## src/rtl/clock_group_reset_sequencer.sv

```systemverilog
// Reset sequencer for one clock-group member: synchronized/stretched power-on reset
// plus a software reset with quiesce handshake. Optional macro: RESET_SEQ_QUIESCE_TIMEOUT_EN.
module clock_group_reset_sequencer #(
  parameter int SYNC_STAGES     = 3,
  parameter int STRETCH_CYCLES  = 16,
  parameter int QUIESCE_TIMEOUT = 255
) (
  input  logic clock,
  input  logic reset,
  input  logic sw_reset_req,
  output logic sw_reset_ack,
  output logic quiesce_req,
  input  logic quiesce_ack,
  output logic auto_out_clock,
  output logic auto_out_reset,
`ifdef RESET_SEQ_QUIESCE_TIMEOUT_EN
  output logic quiesce_timeout,
`endif
  output logic busy
);

  localparam int CNT_MAX = (STRETCH_CYCLES > QUIESCE_TIMEOUT + 1) ? STRETCH_CYCLES : QUIESCE_TIMEOUT + 1;
  localparam int CNT_W   = (CNT_MAX > 1) ? $clog2(CNT_MAX) : 1;

  localparam logic [2:0] ST_SYNC    = 3'd0;
  localparam logic [2:0] ST_STRETCH = 3'd1;
  localparam logic [2:0] ST_RUN     = 3'd2;
  localparam logic [2:0] ST_QUIESCE = 3'd3;
  localparam logic [2:0] ST_ASSERT  = 3'd4;

  logic [2:0]             state_reg, state_next;
  logic [CNT_W-1:0]       cnt_reg, cnt_next;
  logic [SYNC_STAGES-1:0] sync_reg, sync_next;
  logic                   ack_reg, ack_next;
  logic                   sw_origin_reg, sw_origin_next;
  logic                   rst_out_reg, rst_out_next;
  logic                   timeout_reg, timeout_next;

  // Deassertion synchronizer: preset to ones, shifts in zeros.
  assign sync_next[0] = 1'b0;
  generate
    for (genvar gi = 1; gi < SYNC_STAGES; gi++) begin : g_sync
      assign sync_next[gi] = sync_reg[gi-1];
    end
  endgenerate

  always_comb begin
    state_next     = state_reg;
    cnt_next       = cnt_reg;
    ack_next       = ack_reg;
    sw_origin_next = sw_origin_reg;
    timeout_next   = timeout_reg;
    case (state_reg)
      ST_SYNC: begin
        // Leave on the edge at which the last stage takes its 0.
        if (!sync_next[SYNC_STAGES-1]) begin
          state_next = ST_STRETCH;
          cnt_next   = '0;
        end
      end
      ST_STRETCH: begin
        if (cnt_reg == CNT_W'(STRETCH_CYCLES - 1)) begin
          state_next     = ST_RUN;
          ack_next       = sw_origin_reg;
          sw_origin_next = 1'b0;
        end else begin
          cnt_next = cnt_reg + CNT_W'(1);
        end
      end
      ST_RUN: begin
        if (!sw_reset_req) begin
          ack_next = 1'b0;
        end else if (!ack_reg) begin
          state_next   = ST_QUIESCE;
          cnt_next     = '0;
          timeout_next = 1'b0;
        end
      end
      ST_QUIESCE: begin
        if (quiesce_ack) begin
          state_next = ST_ASSERT;
        end
`ifdef RESET_SEQ_QUIESCE_TIMEOUT_EN
        else if (cnt_reg == CNT_W'(QUIESCE_TIMEOUT - 1)) begin
          state_next   = ST_ASSERT;
          timeout_next = 1'b1;
        end else begin
          cnt_next = cnt_reg + CNT_W'(1);
        end
`endif
      end
      ST_ASSERT: begin
        state_next     = ST_STRETCH;
        cnt_next       = '0;
        sw_origin_next = 1'b1;
      end
      default: state_next = ST_SYNC;
    endcase
    rst_out_next = (state_next == ST_SYNC) || (state_next == ST_STRETCH) || (state_next == ST_ASSERT);
  end

  always_ff @(posedge clock or posedge reset) begin
    if (reset) begin
      state_reg     <= ST_SYNC;
      cnt_reg       <= '0;
      sync_reg      <= '1;
      ack_reg       <= 1'b0;
      sw_origin_reg <= 1'b0;
      rst_out_reg   <= 1'b1;
      timeout_reg   <= 1'b0;
    end else begin
      state_reg     <= state_next;
      cnt_reg       <= cnt_next;
      sync_reg      <= sync_next;
      ack_reg       <= ack_next;
      sw_origin_reg <= sw_origin_next;
      rst_out_reg   <= rst_out_next;
      timeout_reg   <= timeout_next;
    end
  end

  assign auto_out_clock = clock;
  assign auto_out_reset = rst_out_reg;
  assign sw_reset_ack   = ack_reg;
  assign quiesce_req    = (state_reg == ST_QUIESCE);
  assign busy           = (state_reg != ST_RUN);
`ifdef RESET_SEQ_QUIESCE_TIMEOUT_EN
  assign quiesce_timeout = timeout_reg;
`else
  // Timeout flag only exists as a port when the feature is built in.
  logic unused_timeout;
  assign unused_timeout = timeout_reg;
`endif

endmodule

```

## config.mk

```make
export PLATFORM = sky130hd
export DESIGN_NAME = clock_group_reset_sequencer
export DESIGN_NICKNAME = d
export VERILOG_FILES = /design/src/rtl/clock_group_reset_sequencer.sv
export SDC_FILE = /design/constraint.sdc
export NUM_CORES = 1
export LEC_CHECK = 0
export BUFFER_PORTS_ARGS = -buffer_cell sky130_fd_sc_hd__buf_2
export CAP_MARGIN = 20
export CELL_PAD_IN_SITES_DETAIL_PLACEMENT = 1
export CELL_PAD_IN_SITES_GLOBAL_PLACEMENT = 2
export CORE_MARGIN = 2
export CORE_UTILIZATION = 37
export DETAILED_ROUTE_END_ITERATION = 12
export PLACE_DENSITY = 0.82
export SYNTH_ARGS = -nofsm -noshare
export SYNTH_HDL_FRONTEND = slang
export SYNTH_SLANG_ARGS = --single-unit
```

## constraint.sdc

```tcl
create_clock -name clock -period 3.91 [get_ports clock]
set_input_delay 0.391 -clock clock [delete_from_list [all_inputs] [get_ports clock]]
set_output_delay 0.391 -clock clock [all_outputs]
set_load 0.1 [all_outputs]
```

* Word level (Yosys, flattened, before mapping)
Index checks and enable logic that the tools add are counted.
** Cells by class
- Reductions and logical operators :: 10
- $add $sub $neg :: 1
- Mux-type cells :: 16
- Eq/ne operators :: 14
** Operators by type and width (count)
- $mux 8 :: 4
- $pmux 8 s4 :: 1
- $mux 3 :: 5
- $pmux 3 s5 :: 1
- $ne 2x2->1 const B :: 6
- $add 8x1->8 const B :: 1
- $eq 8x4->1 const B :: 1
- $eq 3x1->1 const B :: 2
- $eq 3x2->1 const B :: 2
- $eq 3x3->1 const B :: 2
- $logic_not 3->1 :: 2
- $reduce_and 5->1 :: 1
- $pmux 1 s2 :: 2
- $reduce_bool 2->1 :: 2
- $reduce_bool 4->1 :: 1
- $mux 1 :: 3
- $ne 3x2->1 const B :: 1
- $reduce_and 3->1 :: 1
- $logic_or 1x1->1 :: 2
- $reduce_and 2->1 :: 1
** Storage, ports and cells
- Register bits :: 16
- Logic and storage cells :: 47
- Input port bits :: 4
- Output and inout bits :: 5

* Depth between registers and ports, before layout
Gate-level depths: netlist (run 1).
- Word-level depth :: 6
- Mapped depth :: 5
- Gate-level depth less buffers :: 5

==> results of run 1 <==
placed cells by master (no fill, tap or decap), drive strengths merged:
| master | Yosys | layout |
|---|---|---|
| conb | 1 | 1 |
| buf | 1 | 8 |
| nor2b | 1 | 1 |
| and2 | 1 | 1 |
| dfrtp | 13 | 13 |
| nand2 | 9 | 9 |
| and3 | 3 | 3 |
| o31a | 1 | 1 |
| a21o | 1 | 1 |
| inv | 8 | 8 |
| clkbuf | 1 | 7 |
| nor2 | 3 | 3 |
| dfstp | 3 | 3 |
| a21oi | 5 | 5 |
| nand3 | 5 | 5 |
| nand2b | 2 | 2 |
| mux2i | 2 | 2 |
| nand4bb | 1 | 1 |
| o22ai | 3 | 3 |
| o21bai | 1 | 1 |
| a31oi | 1 | 1 |
| a22oi | 3 | 3 |
| or2 | 2 | 2 |
| or3b | 1 | 1 |
| or4 | 1 | 1 |
| ha | 1 | 1 |
| nor3 | 1 | 1 |
| o21ai | 8 | 8 |
Yosys cell counts (all sizes together), types with 2 or more instances:
master  instances  share of area
and3            3          0.024
a22oi           3          0.028
o21ai           8          0.050
nand2           9          0.042
a21oi           5          0.036
dfrtp          13           0.41
nor2            3          0.014
mux2i           2          0.025
dfstp           3          0.099
or2             2          0.016
nand3           5          0.031
o22ai           3          0.024
nand2b          2          0.016
inv             8          0.038
power by group:
part	total (mW)	switching, mW	internal, mW	leakage [nW]
Sequential	0.262	0.0437	0.218	0.198
Clock	0.246	0.148	0.0974	0.0387
Combinational	0.333	0.222	0.111	0.200
worst max-delay path, stage by stage:
cell      delay, ns
clkbuf_4       0.11
clkbuf_4       0.12
buf_2          0.28
kinds of logic (layout without fill, tap and decap cells):
family	after synthesis	count (layout)	synth area share
buffers and inverters	10	23	0.0517
AO/OA/AOI/OAI	23	23	0.176
flip-flops	16	16	0.506
multiplexers	2	2	0.0251
adder cells (fa/ha/maj)	1	1	0.0157
other	1	1	0.00470
AND/OR/NAND/NOR	30	30	0.221
layout make-up:
type	count	area, um2
clock buffer	8	63.8
fill	250	1080
inverter	8	30.0
multi-input combinational	57	353
sequential	16	404
tap	27	33.8
timing repair buffer	7	35.0
stage by stage:
stage	instances	util	hold slack, ns
2_1_floorplan	83	-	0.303
3_3_place_gp	116	0.430	0.346
3_5_place_dp	116	0.430	0.357
4_1_cts	123	0.459	0.0713
5_1_grt	123	0.459	0.0832
6_report	123	0.459	0.0428
per-layer routing:
metal | up-vias | share of wire
met1 | 323 | 0.47
met4 | 0 | 0.024
met5 | - | 0
met2 | 7 | 0.49
li1 | 313 | -
met3 | 5 | 0.020
path summary, 6_finish.rpt:
| kind | startpoint | to | slack (ns) | cells past startpoint |
|---|---|---|---|---|
| hold reg to reg | sync_reg[0]$_DFF_PP1_ | sync_reg[1]$_DFF_PP1_ | 0.36 | 0 |
| min in group clock | quiesce_ack | state_reg[0]$_DFF_PP0_ | 0.19 | 2 |
| hold / removal | reset | cnt_reg[3]$_DFFE_PP0P_ | 0.04 | 2 |
| setup reg to reg | cnt_reg[7]$_DFFE_PP0P_ | cnt_reg[0]$_DFFE_PP0P_ | 2.31 | 4 |
| max in group asynchronous | reset | state_reg[0]$_DFF_PP0_ | 3.47 | 2 |
| setup / recovery | clock | auto_out_clock | 1.06 | 3 |
==> out/metrics.csv, run 1 <==
stage,metric,value,unit
setup_path,"Arr. time, crit path",2.46,ns
yosys,#FFs+latches synth,16,
die,Initial Utilization,0.399,
route,via count,648,
pwr,VDD IR max,0.771,mV
die,core area,2000,um2
pwr,Leak Pwr,0.437,nW
global_route,met1 capacity usage during global routing,0.203,
global_route,vias in the first global route,671,
route,residual DRC count,0,
run,Max-Cap Viols,0,
setup_path,critical path endpoint category,primary output,
place,dpl cell area,861,um2
final_layout,antenna cells,0,
global_route,total congestion overflow,0,
global_route,met2 Use GR,0.239,
global_route,pin count of the biggest net entering global routing,17,
sta,unrepaired setup endpoints after global routing,false,
pwr,Pwr Density,914,nW/um2
final_layout,layout cells sized above 1,0.229,
sta,Worst Skew,0.00656,ns
yosys,"Net Count, Synth",88,
setup_path,CP Class,clk2out,
route,vias per inst,5.27,
clock_network,Hold Buf Count CTS,0,
global_route,initial antenna violation count,0,
min_path,HP Class,in2async,
yosys,Post-Syn Area,798,um2
clock_network,clock latency on the worst-skew pair,0.40,ns
clock_network,"CTS clk-pin slew, worst paths",0.10,ns
route,post-DR wirelength/cell,14.3,um
global_route,M3 GR Usage,0.0357,
die,num rows,16,
yosys,Synth cell types,30,
place,PortBufs,8,
yosys,number of synthesized flops with an enable pin,0,
sta,count of final setup violators,0,
route,post-route ant nets,0,
place,RePlAce Congestion,0.738,
global_route,busiest grt layer,met2,
yosys,Ys Warns,0,
clock_network,CTS tree,yes,
final_layout,Final Net Count,102,
yosys,ys async rst share,1.00,
sta,Max Slew Vio Count,0,
setup_path,startpoint types,clock port,
final_layout,fin area,920,um2
place,Final HPWL DP,1290,um
final_layout,Area growth syn-to-layout,15.2,%
die,I/O Pins,9,
sta,endpoints failing hold,0,
route,drt first pass iters,4,
setup_path,"Max FO, Critical Path",2,
yosys,Synth Instances,83,
yosys,Mapped Avg Cell Area,9.62,um2
sta,Worst Tran Pin Value,0.618,ns
die,Die Width,50.5,um
die,DIE AREA,2550,um2
pwr,Pwr Total,841,uW
sta,final worst slack,1.06,ns
setup_path,WP data required,3.52,ns
sta,relative slew slack,0.583,
place,Post-Place Setup Slack,1.29,ns
route,WL final,1760,um
route,1st-iter DRT viols,19,
global_route,first-pass GRT wire length,2910,um
yosys,"Seq/Total Area, Yosys",0.506,
yosys,"Top FF cell, synth",dfrtp_1,
clock_network,Post-CTS Setup Bufs,0,
clock_network,cells resized by post-CTS repair,0,
final_layout,max reg flops,8,
status,status,"finished, final reports clean",
sta,setup_tns,0,ns
die,die height,50.5,um
global_route,Total GRT Usage,0.160,
Power figures use the tool's default switching activity.
==> run 2, diff against run 1 <==
--- a/config.mk
+++ b/config.mk
@@ -10,9 +10,9 @@
 export CELL_PAD_IN_SITES_DETAIL_PLACEMENT = 1
 export CELL_PAD_IN_SITES_GLOBAL_PLACEMENT = 2
 export CORE_MARGIN = 2
-export CORE_UTILIZATION = 37
+export CORE_UTILIZATION = 34
 export DETAILED_ROUTE_END_ITERATION = 12
-export PLACE_DENSITY = 0.82
+export PLACE_DENSITY = 0.76
 export SYNTH_ARGS = -nofsm -noshare
 export SYNTH_HDL_FRONTEND = slang
 export SYNTH_SLANG_ARGS = --single-unit
==> constraint.sdc (replaced) <==
create_clock -name clock -period 2.8 [get_ports clock]
set_input_delay 0.28 -clock clock [delete_from_list [all_inputs] [get_ports clock]]
set_output_delay 0.28 -clock clock [all_outputs]
set_load 0.1 [all_outputs]
==> run 2 against run 1 <==
Setup slack worse by 0.45 ns. Highest routed layer unchanged. First-iteration DRC count is 79% lower. Clock skew is 0.00067 ns lower. Clock power is 40% higher. Sequential cell count stayed put.
==> out/metrics.csv, run 2 (same netlist as run 1, synthesis figures left out) <==
stage,metric,value,unit,change
status,status,"finished, final reports clean",,unchanged
final_layout,Final Non-Filler Cells,125,,was 123
setup_path,"Max FO, Critical Path",2,,unchanged
place,PortBufs,8,,unchanged
pwr,clock power share,0.292,,about the same
pwr,Pwr Density,1260,nW/um2,was 914 nW/um2
pwr,VDD IR max,1.00,mV,was 0.771 mV
die,DIE AREA,2750,um2,was 2550 um2
global_route,first-pass GRT wire length,2960,um,was 2910 um
sta,Worst Skew,0.00590,ns,was 0.00656 ns
setup_path,"Top cell by count, worst path",clkbuf_4,,unchanged
pwr,Leak Pwr,0.441,nW,was 0.437 nW
setup_path,Max stage delay on crit path,0.28,ns,about the same
global_route,Total GRT Usage,0.162,,was 0.160
place,RePlAce Congestion,0.735,,was 0.738
global_route,met2 Use GR,0.219,,was 0.239
final_layout,max reg flops,8,,unchanged
run,Max-Cap Viols,0,,unchanged
sta,worst hold slack,0.0793,ns,was 0.0428 ns
pwr,P_sw,577,uW,was 414 uW
clock_network,CTS tree,yes,,unchanged
clock_network,"CTS clk-pin slew, worst paths",0.10,ns,about the same
global_route,met1 capacity usage during global routing,0.190,,was 0.203
route,drt first pass iters,3,,was 4
route,WL final,1760,um,about the same
setup_path,critical path endpoint category,primary output,,unchanged
die,Die Width,52.5,um,was 50.5 um
final_layout,antenna cells,0,,unchanged
sta,unrepaired setup endpoints after global routing,false,,unchanged
setup_path,"Arr. time, crit path",1.91,ns,was 2.46 ns
sta,relative slew slack,0.595,,was 0.583
route,residual DRC count,0,,unchanged
route,post-route ant nets,0,,unchanged
setup_path,startpoint types,clock port,,unchanged
place,placed cells,117,,was 116
pwr,internal power,597,uW,was 427 uW
global_route,total congestion overflow,0,,unchanged
sta,final worst slack,0.605,ns,was 1.06 ns
sta,setup_tns,0,ns,unchanged
final_layout,Final Net Count,103,,was 102
global_route,busiest grt layer,met2,,unchanged
global_route,M3 GR Usage,0.0686,,was 0.0357
setup_path,CP top delay family,buffers and inverters,,unchanged
setup_path,CP Class,clk2out,,unchanged
sta,Max Slew Vio Count,0,,unchanged
final_layout,"commonest cells after routing, fill and taps aside","13 x dfrtp_1, 9 x nand2_1, 8 x inv_1, 8 x buf_2",,unchanged
sta,endpoints failing hold,0,,unchanged
global_route,initial antenna violation count,0,,unchanged
sta,Worst Tran Pin Value,0.607,ns,was 0.618 ns
setup_path,CP Buf/Inv Count,3,,unchanged
setup_path,ordered cell list for the critical path,clkbuf_4 -> clkbuf_4 -> buf_2,,unchanged
route,vias per inst,5.12,,was 5.27
pwr,Comb power frac,0.395,,was 0.396
final_layout,layout cells sized above 1,0.227,,was 0.229
route,post-DR wirelength/cell,14.1,um,was 14.3 um
route,1st-iter DRT viols,4,,was 19
place,Final HPWL DP,1300,um,was 1290 um
global_route,vias in the first global route,642,,was 671
die,die height,52.5,um,was 50.5 um
setup_path,Worst path slowest cell,buf_2,,unchanged
route,via count,640,,was 648
sta,count of final setup violators,0,,unchanged
pwr,Sequential Power Share,0.312,,about the same
place,Post-Place Setup Slack,0.850,ns,was 1.29 ns
clock_network,clock latency on the worst-skew pair,0.40,ns,about the same
final_layout,Area growth syn-to-layout,16.6,%,was 15.2%
die,core area,2210,um2,was 2000 um2
global_route,pin count of the biggest net entering global routing,17,,unchanged
final_layout,"most common cell after layout, fill and taps aside",dfrtp_1,,unchanged
clock_network,cells resized by post-CTS repair,0,,unchanged
die,num rows,17,,was 16
die,Initial Utilization,0.361,,was 0.399
pwr,Net Sw Frac,0.492,,about the same
setup_path,WP data required,2.52,ns,was 3.52 ns
min_path,HP Class,in2reg,,was in2async
die,I/O Pins,9,,unchanged
final_layout,Filler cells,264,,was 250
run 2: final cells by class:
class / instances / area [um2] / area share
repair buffers: 8 / 45.0 / 0.0484
inverters: 8 / 30.0 / 0.0323
well taps: 28 / 35.0 / 0.0376
clock buffers: 8 / 63.8 / 0.0685
multi-input cells: 57 / 353 / 0.379
flip-flops and latches: 16 / 404 / 0.434
run 2: power by group through the flow:
stage	Clock (mW)	Sequential (mW)	Combinational (mW)
after floorplan	0.135	0.438	0.305
after detailed placement	0.126	0.372	0.467
after CTS	0.350	0.367	0.471
final	0.344	0.367	0.464
after global placement	0.126	0.369	0.462
after global routing	0.367	0.379	0.512
run 2: repair_timing:
action / CTS / global route
endpoints found under the hold margin: 13 / 0
buffers inserted: 0 / 0
hold buffers: 1 / 0
run 2: path summary, 6_finish.rpt:
path	endpoint	start	depth (start not counted)	slack, ns
max	auto_out_clock	clock	3	0.61
min	state_reg[0]$_DFF_PP0_	quiesce_ack	2	0.08
max reg2reg	state_reg[0]$_DFF_PP0_	cnt_reg[7]$_DFFE_PP0P_	4	1.15
min reg2reg	sync_reg[1]$_DFF_PP1_	sync_reg[0]$_DFF_PP1_	0	0.37
max in group asynchronous	cnt_reg[6]$_DFFE_PP0P_	reset	3	1.92
min in group asynchronous	cnt_reg[1]$_DFFE_PP0P_	reset	3	0.48
run 2: through the flow:
stage / power (mW) / util / cell area (um2)
5_1_grt: 1.26 / 0.421 / 931
3_3_place_gp: 0.957 / 0.390 / 862
2_1_floorplan: 0.878 / - / 798
4_1_cts: 1.19 / 0.421 / 931
3_5_place_dp: 0.965 / 0.390 / 862
6_report: 1.17 / 0.421 / 931
run 2: layer usage:
layer,part of all wire,vias up
li1,-,313
met3,0.036,7
met4,0.034,0
met2,0.45,13
met5,0,-
met1,0.48,307
==> run 3, diff against run 2 <==
--- a/config.mk
+++ b/config.mk
@@ -5,14 +5,15 @@
 export SDC_FILE = /design/constraint.sdc
 export NUM_CORES = 1
 export LEC_CHECK = 0
+export ABC_AREA = 1
 export BUFFER_PORTS_ARGS = -buffer_cell sky130_fd_sc_hd__buf_2
 export CAP_MARGIN = 20
 export CELL_PAD_IN_SITES_DETAIL_PLACEMENT = 1
 export CELL_PAD_IN_SITES_GLOBAL_PLACEMENT = 2
 export CORE_MARGIN = 2
-export CORE_UTILIZATION = 34
+export CORE_UTILIZATION = 33
 export DETAILED_ROUTE_END_ITERATION = 12
-export PLACE_DENSITY = 0.76
+export PLACE_DENSITY = 0.78
 export SYNTH_ARGS = -nofsm -noshare
 export SYNTH_HDL_FRONTEND = slang
 export SYNTH_SLANG_ARGS = --single-unit
==> constraint.sdc (replaced) <==
create_clock -name clock -period 2.2 [get_ports clock]
set_input_delay 0.22 -clock clock [delete_from_list [all_inputs] [get_ports clock]]
set_output_delay 0.22 -clock clock [all_outputs]
set_load 0.1 [all_outputs]
==> run 3 against run 2 <==
Sequential power is 40% higher. Hold slack got worse by 0.050 ns. Clock power up 29%. Critical path type unchanged. Largest cell class is now multi-input combinational cells. Largest power group unchanged. Highest routed layer unchanged.
==> out/metrics.csv, run 3 <==
stage,metric,value,unit,change
final_layout,Filler cells,322,,was 264
die,I/O Pins,9,,unchanged
yosys,Synth cell types,24,,was 30
route,1st-iter DRT viols,6,,was 4
sta,setup_tns,0,ns,unchanged
run,Max-Cap Viols,0,,unchanged
die,core area,2520,um2,was 2210 um2
place,Post-Place Setup Slack,0.610,ns,was 0.850 ns
sta,Worst Tran Pin Value,0.629,ns,was 0.607 ns
die,Die Width,55.9,um,was 52.5 um
yosys,share of the synthesized area in the top cell type,0.366,,was 0.408
route,via count,780,,was 640
final_layout,Final Non-Filler Cells,159,,was 125
place,RePlAce Congestion,0.790,,was 0.735
pwr,Pwr Total,1.52,mW,was 1.17 mW
clock_network,CTS tree,yes,,unchanged
route,WL final,2140,um,was 1760 um
place,Final HPWL DP,1590,um,was 1300 um
yosys,Ys Warns,0,,unchanged
clock_network,Hold Buf Count CTS,1,,unchanged
place,placed cells,151,,was 117
sta,Max Slew Vio Count,0,,unchanged
setup_path,ordered cell list for the critical path,clkbuf_4 -> clkbuf_4 -> buf_2,,unchanged
global_route,Total GRT Usage,0.161,,was 0.162
setup_path,"Arr. time, crit path",1.61,ns,was 1.91 ns
yosys,ys async rst share,1.00,,unchanged
status,status,"finished, final reports clean",,unchanged
pwr,Leak Pwr,0.550,nW,was 0.441 nW
final_layout,max reg flops,8,,unchanged
yosys,Post-Syn Area,888,um2,was 798 um2
setup_path,startpoint types,clock port,,unchanged
yosys,"Seq/Total Area, Yosys",0.455,,was 0.506
place,dpl cell area,953,um2,was 862 um2
pwr,VDD IR max,1.15,mV,was 1.00 mV
clock_network,Post-CTS Setup Bufs,0,,unchanged
global_route,initial antenna violation count,0,,unchanged
sta,endpoints failing hold,0,,unchanged
die,Initial Utilization,0.352,,was 0.361
clock_network,cells resized by post-CTS repair,0,,unchanged
setup_path,CP top delay family,buffers and inverters,,unchanged
global_route,total congestion overflow,0,,unchanged
global_route,pin count of the biggest net entering global routing,17,,unchanged
yosys,Mapped Avg Cell Area,7.72,um2,was 9.62 um2
route,post-DR wirelength/cell,13.4,um,was 14.1 um
route,post-route ant nets,0,,unchanged
final_layout,"most common cell after layout, fill and taps aside",nand2_1,,was dfrtp_1
final_layout,antenna cells,0,,unchanged
final_layout,Area growth syn-to-layout,15.1,%,was 16.6%
global_route,first-pass GRT wire length,3820,um,was 2960 um
route,drt first pass iters,4,,was 3
place,PortBufs,8,,unchanged
setup_path,"Max FO, Critical Path",2,,unchanged
final_layout,Final Net Count,135,,was 103
global_route,vias in the first global route,823,,was 642
sta,final worst slack,0.365,ns,was 0.605 ns
yosys,main area contributors after synthesis,"dfrtp_1 37%, nand2_1 15%, dfstp_2 8.9%, nand4_1 6.3%, nor2_1 5.9%",,"was dfrtp_1 41%, dfstp_2 9.9%, nand2_1 4.2%, o21ai_0 3.8%, inv_1 3.8%"
sta,count of final setup violators,0,,unchanged
setup_path,WP data required,1.98,ns,was 2.52 ns
yosys,Synth top cells by count,"35 x nand2_1, 14 x nor2_1, 13 x dfrtp_1, 12 x inv_1, 9 x nand4_1",,"was 13 x dfrtp_1, 9 x nand2_1, 8 x inv_1, 6 x o21ai_0, 5 x nand3_1"
final_layout,fin area,1020,um2,was 931 um2
final_layout,"commonest cells after routing, fill and taps aside","35 x nand2_1, 14 x nor2_1, 13 x dfrtp_1, 12 x inv_1, 9 x nand4_1",,"was 13 x dfrtp_1, 9 x nand2_1, 8 x inv_1, 8 x buf_2"
setup_path,Worst path slowest cell,buf_2,,unchanged
yosys,"Net Count, Synth",120,,was 88
clock_network,"CTS clk-pin slew, worst paths",0.09,ns,was 0.10 ns
yosys,most frequent cell after synthesis,nand2_1,,was dfrtp_1
setup_path,Max stage delay on crit path,0.28,ns,about the same
die,DIE AREA,3120,um2,was 2750 um2
final_layout,area of the multi-input gates,412,um2,was 353 um2
die,die height,55.9,um,was 52.5 um
sta,Worst Skew,0.00944,ns,was 0.00590 ns
setup_path,CP Buf/Inv Count,3,,unchanged
yosys,Synth Instances,115,,was 83
sta,unrepaired setup endpoints after global routing,false,,unchanged
min_path,HP Class,in2reg,,unchanged
die,num rows,18,,was 17
setup_path,"Top cell by count, worst path",clkbuf_4,,unchanged
setup_path,CP Class,clk2out,,unchanged
setup_path,critical path endpoint category,primary output,,unchanged
yosys,most area-hungry cell type in the Yosys netlist,dfrtp_1,,unchanged
final_layout,layout cells sized above 1,0.240,,was 0.227
pwr,Pwr Density,1490,nW/um2,was 1260 nW/um2
route,residual DRC count,0,,unchanged
clock_network,clock latency on the worst-skew pair,0.41,ns,was 0.40 ns
sta,relative slew slack,0.580,,was 0.595
yosys,#FFs+latches synth,16,,unchanged
route,vias per inst,4.91,,was 5.12
final_layout,register area,404,um2,unchanged
yosys,number of synthesized flops with an enable pin,0,,unchanged
yosys,"Top FF cell, synth",dfrtp_1,,unchanged
-- run 3: cell count changes after synthesis, sizes merged, moves of 4 or more --
cell	delta
nand3	+4
nor2	+13
nand4	+9
o21ai	-7
inv	+8
a21oi	-4
nand2	+29
-- run 3: cell type report --
class,instances,share of cell area
Multi-Input combinational cell,81,0.403
Tap cell,30,0.0367
Sequential cell,16,0.395
Clock buffer,8,0.0624
Inverter,16,0.0588
Timing Repair Buffer,8,0.0441
-- run 3: per-stage QoR --
step                hold slack [ns]  utilization
floorplan                     0.132            -
global placement              0.327        0.378
detailed placement            0.340        0.378
CTS                          0.0209        0.405
global route                 0.0466        0.405
finish                       0.0291        0.405
-- run 3: per-layer routing --
layer	global-route usage	part of all wire
met4	0.0986	0.018
met3	0.0419	0.027
met1	0.216	0.49
met2	0.230	0.46
met5	0	0
-- run 3: worst paths after layout --
| check | from | to | slack [ns] | cells past startpoint |
|---|---|---|---|---|
| worst max-delay path | clock | auto_out_clock | 0.37 | 3 |
| worst min-delay path | quiesce_ack | state_reg[2]$_DFF_PP0_ | 0.03 | 3 |
| worst max register to register | cnt_reg[1]$_DFFE_PP0P_ | sw_reset_ack$_DFFE_PP0P_ | 0.74 | 8 |
| worst min register to register | sync_reg[0]$_DFF_PP1_ | sync_reg[1]$_DFF_PP1_ | 0.36 | 0 |
| max in group asynchronous | reset | cnt_reg[6]$_DFFE_PP0P_ | 1.36 | 3 |
| min in group asynchronous | reset | cnt_reg[7]$_DFFE_PP0P_ | 0.43 | 3 |
-- run 3: tightest hold or removal path: stages --
cell and delay (ns):
buf_2 0.11, inv_1 0.04, nor2_1 0.03
-- run 3: logic make-up after synthesis --
group                      Yosys count  synth area share
and+or+nand+nor                     74             0.407
buffers and inverters               18            0.0817
DFF                                 16             0.455
AOI/OAI and AO/OA                    5            0.0380
adders and majority gates            1            0.0141
other                                1           0.00422
-- run 3: power breakdown --
group	internal [mW]	total, mW	leakage (nW)	switching [mW]
clock	0.174	0.443	0.0387	0.270
combinational	0.170	0.564	0.312	0.393
sequential	0.392	0.515	0.199	0.123
total	0.736	1.52	0.550	0.786
